[config.mk]
export PLATFORM = sky130hd
export DESIGN_NAME = dm_access_scheduler
export DESIGN_NICKNAME = d
export VERILOG_FILES = /design/src/rtl/dm_access_scheduler_pkg.sv /design/src/rtl/dm_access_scheduler_pair_hazard.sv /design/src/rtl/dm_access_scheduler.sv
export SDC_FILE = /design/constraint.sdc
export NUM_CORES = 1
export LEC_CHECK = 0
export CORE_AREA = 2 2 165 167
export DETAILED_ROUTE_END_ITERATION = 7
export DIE_AREA = 0 0 167 169
export GPL_TIMING_DRIVEN = 1
export HOLD_SLACK_MARGIN = 0.02
export PLACE_DENSITY = 0.46
export SETUP_SLACK_MARGIN = 0.05
export SYNTH_ARGS = -nofsm -noshare
export SYNTH_HDL_FRONTEND = slang
export SYNTH_SLANG_ARGS = --single-unit
[constraint.sdc]
create_clock -name clock -period 5.5 [get_ports clock]
set_clock_uncertainty 0.1 [all_clocks]
set_input_delay 1.65 -clock clock [delete_from_list [all_inputs] [get_ports clock]]
set_output_delay 1.65 -clock clock [all_outputs]
set_load 0.1 [all_outputs]
[src/rtl/dm_access_scheduler_pkg.sv]
// Shared data-memory request/response types and scheduler state encoding.
package dm_access_scheduler_pkg;

    typedef enum logic [1:0] {
        DM_WORD = 2'd0,
        DM_HALF = 2'd1,
        DM_BYTE = 2'd2
    } dm_size_t;

    typedef struct packed {
        logic [31:0] address;
        dm_size_t    size;
        logic        writeEnabled;
        logic [31:0] writeInput;
        logic        readSigned;
    } DM_in_t;

    typedef struct packed {
        logic [31:0] result;
    } DM_out_t;

    // Request driven on a memory port that must do nothing this cycle.
    localparam DM_in_t DM_IDLE = '{
        address:      32'd0,
        size:         DM_WORD,
        writeEnabled: 1'b0,
        writeInput:   32'd0,
        readSigned:   1'b0
    };

    typedef enum logic {
        SCHED_RUN    = 1'b0,
        SCHED_SPLIT2 = 1'b1
    } sched_state_t;

endpackage

[src/rtl/dm_access_scheduler_pair_hazard.sv]
// Intra-pair read-after-write detector: an older store followed by a younger
// load to the same memory word inside one issued pair.
module dm_pair_hazard
    import dm_access_scheduler_pkg::*;
#(
    parameter int ADDR_HI = 12,
    parameter int ADDR_LO = 2
) (
    input  logic                       req_valid,
    input  logic                       req_first,
    input  logic                       use_a,
    input  logic                       use_b,
    input  logic [ADDR_HI-ADDR_LO:0]   word_a,
    input  logic [ADDR_HI-ADDR_LO:0]   word_b,
    input  logic                       we_a,
    input  logic                       we_b,
    output logic                       conflict,
    output logic                       older_is_a
);

    logic same_word;
    logic older_we;
    logic younger_we;

    // Pick older/younger by the order flag; only store-then-load on one word splits.
    always_comb begin
        older_is_a = !req_first;
        same_word  = (word_a == word_b);
        older_we   = req_first ? we_b : we_a;
        younger_we = req_first ? we_a : we_b;
        conflict   = req_valid && use_a && use_b && same_word && older_we && !younger_we;
    end

endmodule

[src/rtl/dm_access_scheduler.sv]
// Schedules a MEM-stage instruction pair onto the dual-port data memory,
// splitting a same-word store->load pair across two cycles so the load sees
// the stored data.
//
// Handshake: upstream presents a pair with req_valid and must hold every req_*
// input stable until a clock edge at which req_ready is high; that edge
// consumes the pair. resp_valid marks the cycle whose resp_a/resp_b carry the
// pair's load results; there is no back-pressure on responses.
module dm_access_scheduler
    import dm_access_scheduler_pkg::*;
#(
    parameter int ADDR_HI = 12,
    parameter int ADDR_LO = 2,
    parameter int CNT_W   = 16
) (
    input  logic             clock,
    input  logic             reset,
    input  logic             req_valid,
    input  logic             req_first,
    input  logic             req_use_a,
    input  logic             req_use_b,
    input  DM_in_t           req_a,
    input  DM_in_t           req_b,
    output logic             req_ready,
    output DM_in_t           dm_inst_1,
    output DM_in_t           dm_inst_2,
    output logic             dm_first,
    input  DM_out_t          dm_out_1,
    input  DM_out_t          dm_out_2,
    output logic             resp_valid,
    output logic [31:0]      resp_a,
    output logic [31:0]      resp_b,
    output logic [CNT_W-1:0] split_count,
    output sched_state_t     dbg_state
);

    sched_state_t     state_q, state_d;
    logic [31:0]      hold_res_q, hold_res_d;
    logic [CNT_W-1:0] split_count_q, split_count_d;

    logic        conflict;
    logic        older_is_a;
    logic [31:0] res_a_live;
    logic [31:0] res_b_live;

    dm_pair_hazard #(
        .ADDR_HI (ADDR_HI),
        .ADDR_LO (ADDR_LO)
    ) u_hazard (
        .req_valid  (req_valid),
        .req_first  (req_first),
        .use_a      (req_use_a),
        .use_b      (req_use_b),
        .word_a     (req_a.address[ADDR_HI:ADDR_LO]),
        .word_b     (req_b.address[ADDR_HI:ADDR_LO]),
        .we_a       (req_a.writeEnabled),
        .we_b       (req_b.writeEnabled),
        .conflict   (conflict),
        .older_is_a (older_is_a)
    );

    // Unused slots and stores report zero; only loads return memory data.
    assign res_a_live = (req_use_a && !req_a.writeEnabled) ? dm_out_1.result : 32'd0;
    assign res_b_live = (req_use_b && !req_b.writeEnabled) ? dm_out_2.result : 32'd0;

    assign split_count = split_count_q;
    assign dbg_state   = state_q;

    // State, split-result capture and performance counter registers.
    always_ff @(posedge clock) begin
        if (reset) begin
            state_q       <= SCHED_RUN;
            hold_res_q    <= 32'd0;
            split_count_q <= '0;
        end else begin
            state_q       <= state_d;
            hold_res_q    <= hold_res_d;
            split_count_q <= split_count_d;
        end
    end

    // Next state: a conflicting pair takes a second cycle for its younger slot.
    always_comb begin
        state_d       = state_q;
        hold_res_d    = hold_res_q;
        split_count_d = split_count_q;
        unique case (state_q)
            SCHED_RUN: begin
                if (req_valid && conflict) begin
                    state_d    = SCHED_SPLIT2;
                    hold_res_d = older_is_a ? res_a_live : res_b_live;
                    if (split_count_q != {CNT_W{1'b1}}) begin
                        split_count_d = split_count_q + CNT_W'(1);
                    end
                end
            end
            SCHED_SPLIT2: begin
                state_d = SCHED_RUN;
            end
            default: begin
                state_d = SCHED_RUN;
            end
        endcase
    end

    // Outputs: port steering, handshake and merged responses; all quiet in reset.
    always_comb begin
        dm_inst_1  = DM_IDLE;
        dm_inst_2  = DM_IDLE;
        dm_first   = 1'b0;
        req_ready  = 1'b0;
        resp_valid = 1'b0;
        resp_a     = 32'd0;
        resp_b     = 32'd0;
        if (!reset) begin
            dm_first = req_first;
            unique case (state_q)
                SCHED_RUN: begin
                    req_ready = !(req_valid && conflict);
                    if (req_valid) begin
                        if (conflict) begin
                            if (older_is_a) dm_inst_1 = req_a;
                            else            dm_inst_2 = req_b;
                        end else begin
                            if (req_use_a) dm_inst_1 = req_a;
                            if (req_use_b) dm_inst_2 = req_b;
                            resp_valid = 1'b1;
                            resp_a     = res_a_live;
                            resp_b     = res_b_live;
                        end
                    end
                end
                SCHED_SPLIT2: begin
                    req_ready  = 1'b1;
                    resp_valid = 1'b1;
                    if (older_is_a) begin
                        if (req_use_b) dm_inst_2 = req_b;
                        resp_a = hold_res_q;
                        resp_b = res_b_live;
                    end else begin
                        if (req_use_a) dm_inst_1 = req_a;
                        resp_a = res_a_live;
                        resp_b = hold_res_q;
                    end
                end
                default: begin
                    req_ready = 1'b0;
                end
            endcase
        end
    end

endmodule

# After elaboration in Yosys (flattened, before gate mapping)

Index checks and enable logic that the tools add are counted.
Widths: inputs -> output; s select.

Logic and storage cells: 59
Output and inout port bits: 220
Flip-flop bits (word level): 49
Input port bits: 206

Reductions and logical operators: 14
Bitwise logic cells: 1
Muxes and demuxes: 38
Equal/unequal tests: 2
$add $sub $neg: 1

Operators by type and width:

| kind                  | number |
|---|---|
| $mux 68               | 12 |
| $mux 32               | 11 |
| $pmux 68 s2           | 2 |
| $pmux 32 s2           | 2 |
| $add 16x1->16 const B | 1 |
| $ne 16x16->1 const B  | 1 |
| $eq 11x11->1          | 1 |
| $logic_and 1x1->1     | 8 |
| $mux 1                | 8 |
| $pmux 1 s2            | 3 |
| $logic_not 1->1       | 4 |
| $reduce_and 3->1      | 1 |
| $reduce_and 2->1      | 1 |
| $not 1->1             | 1 |

# Depth between registers and ports, before layout

Word-level depth: 9
Mapped depth: 7
Depth with buffers taken out: 5

# Modules after synthesis

From an unflattened synthesis, not the netlist that was laid out.

Cell total of the unflattened synthesis: 691
Area total of the unflattened synthesis: 4490.6 µm²

Modules (own cells, without submodules):

| module              | sequential area each (µm²) | cells an instance | area each (µm²) | instances |
|---|---|---|---|---|
| dm_access_scheduler | 980.9                      | 671               | 4321.6          | 1 |
| dm_pair_hazard      | 0.0                        | 20                | 168.9           | 1 |

# Worst setup path after synthesis

Ideal clock, no wire load.

Path type: in2out
From: input port req_first
To: output port dm_inst_2[33] (netlist bit)
Stages: 4
Path buffers: 2
Slack: -1566 ps
Arrival: 5316 ps
Cells stage by stage: and2_1 > clkbuf_1 > buf_1 > nor4b_1

RTL lines:

| what        | line                      | source |
|---|---|---|
| from (decl) | dm_access_scheduler.sv:19 | `input logic req_first,` |
| to (decl)   | dm_access_scheduler.sv:26 | `output DM_in_t dm_inst_2,` |

==> out/results.txt <==
failing checks - setup timing
Routed Antenna Nets - 0
max cap viols - 0
synth unique cells - 45
list of most frequent post-synthesis cells - and3_1, nor2_1, and2_1, a22oi_1, dfxtp_1
FMAX - 171 MHz
Seq/Total Area, Yosys - 25.6%
Worst-Skew Late Latency - 0.31 ns
GRT Overall Usage - 19.5%
post-synthesis to final-layout area growth - 236%
Critical Path Stages - 11
initial DRC count - 240
Placement Setup Slack - -0.673 ns
Die Area - 0.0282 mm²
CP Capture Type - output port
CP required - 3.75 ns
worst vdd ir - 0.117 mV
Reg clk slew, reported paths - 0.07 ns
pin count of the biggest net entering global routing - 69
CP Cell Sequence - buf_6 > xor2_2 > or4_4 > or4_4 > a311oi_4 > buf_6 > buf_12 > buf_8 > clkbuf_16 > and2_4 > buf_12
Die Ht - 169 µm
Synth area leaders - dfxtp_1, and3_1, a22oi_1
RSZ-0062 raised after global routing - true
fin crit share - 106%
mean area per synthesized cell - 7.36 µm²
Fin. Hold Viols - 0
GP Congestion - 0.800
total gr overflow - 0
Num CTS Buffers - 5
final worst slack - -0.350 ns
Pleak - 4.90 nW
row cnt - 60
R2R Setup Slk - 2.95 ns
DRT Pass-1 Iters - 4
layout cells sized above 1 - 55.7%
dpl cells - 1,277
Slowest Stage Delay on Critical Path - 0.56 ns
Synth area leader - dfxtp_1
Tmin final - 5.85 ns
most common flop cell mapped by yosys - dfxtp_1
wl on met1 - 11,200 µm
Buf/Inv on CP - 6
Slowest cell on crit path - or4_4
Synth Cell Area - 0.00383 mm²
via count - 5,915
post-synth top area share - 25.6%
global-route wire length before repair - 41,200 µm
Hold Crit Class - register to register
top cell family by delay on the critical path - simple AND/OR/NAND/NOR gates
vias in the first global route - 5,925
CP Launch Type - input port
DR vias/cell - 4.44
R2R cell count - 6
relative slew slack - 30.5%
Worst-Margin Slew - 1.04 ns
Hold Crit Depth - 1
clock buffer depth - 2
asr flop ratio synth - 0%
Gate Count Post-Synth - 521
outcome - complete, but fails checks
# setup viols final - 199
Final Max Slew Viols - 0
PwrDens - 119 mW/mm²
CP max FO - 8
setup TNS - -53.71 ns
# IOs - 426
WL final - 29,200 µm
die outline width - 167 µm
final design utilization - 48.6%
core area - 0.0265 mm²
Worst Path Arrival - 4.10 ns
Post-DP Area - 0.0113 mm²
met3 routed WL - 2160 µm
Synth warnings - 0
IO buf count - 425
syn nets - 728
WL/cell - 21.9 µm
Post-Layout Cell Count - 1,331
CTS H-tree lvls - 2
most frequent cell after synthesis - and3_1
worst setup path class - input port to output port
DRC - 0
starting density of the core - 14.5%
final layout net count - 1,194
Fillers - 2,447
root buffer cell - clkbuf_16
number of synthesized flops with an enable pin - 0
hpwl dp - 21,400 µm
clk sinks - 49
CTS tree - built
initial antenna violation count - 6
fin area - 0.0129 mm²
metal2 WL - 15,500 µm
top routing layer in use - met4
register bit count reported by yosys - 49
[layout by cell type, fill, tap and decap left out, types with 5 or more instances in the layout]
cell	netlist	final
nor2_4	0	64
buf_6	3	17
nand3_1	6	5
nor2_1	73	9
o21ai_0	9	8
dfxtp_1	49	49
buf_8	0	5
clkdlybuf4s50_1	0	197
buf_4	1	37
and3_4	0	67
a21oi_1	9	9
and3_1	101	34
nor2b_1	8	6
or3_1	6	6
buf_16	0	12
and2_4	0	67
buf_12	0	226
a22oi_1	64	64
or4_1	9	8
buf_2	8	13
xor2_2	0	7
clkbuf_16	0	7
[flip-flops by register name, summed over array words and instances, names as in the netlist]
signal,count
split_count,16
dbg_state,1
hold_res_q,32
[final timing paths]
check                       from              to
hold / removal    hold_res_q[28]  hold_res_q[28]
setup reg to reg       dbg_state  split_count[7]
setup / recovery       req_b[39]   dm_inst_2[18]
hold reg to reg   hold_res_q[28]  hold_res_q[28]
[logic make-up after synthesis]
logic type,count (synthesis),synth area share [%]
simple gates,299,45.0
compound gates,100,18.9
buf+inv,57,6.53
flops,49,25.6
xor+xnor,11,2.51
mux,4,1.17
fa+ha+maj,1,0.326
[area by class of cell]
class	instances	area, µm²	share of cell area (%)
well taps	341	427	3.32
diodes	2	5.00	0.0389
multi-input cells	416	3780	29.4
clock inverters	3	26.3	0.204
flip-flops and latches	49	981	7.62
repair buffers	511	7510	58.3
inverters	4	18.8	0.146
clock buffers	5	125	0.972
[repair_timing]
action                                  CTS  global route
endpoints found under the setup margin  200           199
hold endpoints to repair                  0             0
gates resized for setup                 155           137
cloned                                   21             2
pin swaps                                21           133
hold buffers                              0             0
buffers inserted                         22             9
[metrics by stage]
step           hold slack, ns  total power, W
2_1_floorplan           0.375        0.000730
3_5_place_dp            0.390         0.00111
5_1_grt                 0.412         0.00159
4_1_cts                 0.401         0.00153
6_report                0.400         0.00153
3_3_place_gp            0.388         0.00111
[report_power, final]
| part | internal [W] | leakage [nW] | switching, W |
|---|---|---|---|
| combinational | 0.000394 | 4.43 | 0.000456 |
| sequential | 0.000354 | 0.394 | 0.000000000440 |
| clock | 0.000172 | 0.0680 | 0.000158 |
[metal layers]
layer | GRT usage [%] | vias to the layer above
met1 | 22.8 | 2801
met3 | 5.75 | 21
met2 | 35.9 | 280
li1 | - | 2813
met5 | 0 | -
met4 | 2.74 | 0
(Power assumes the default switching activity.)
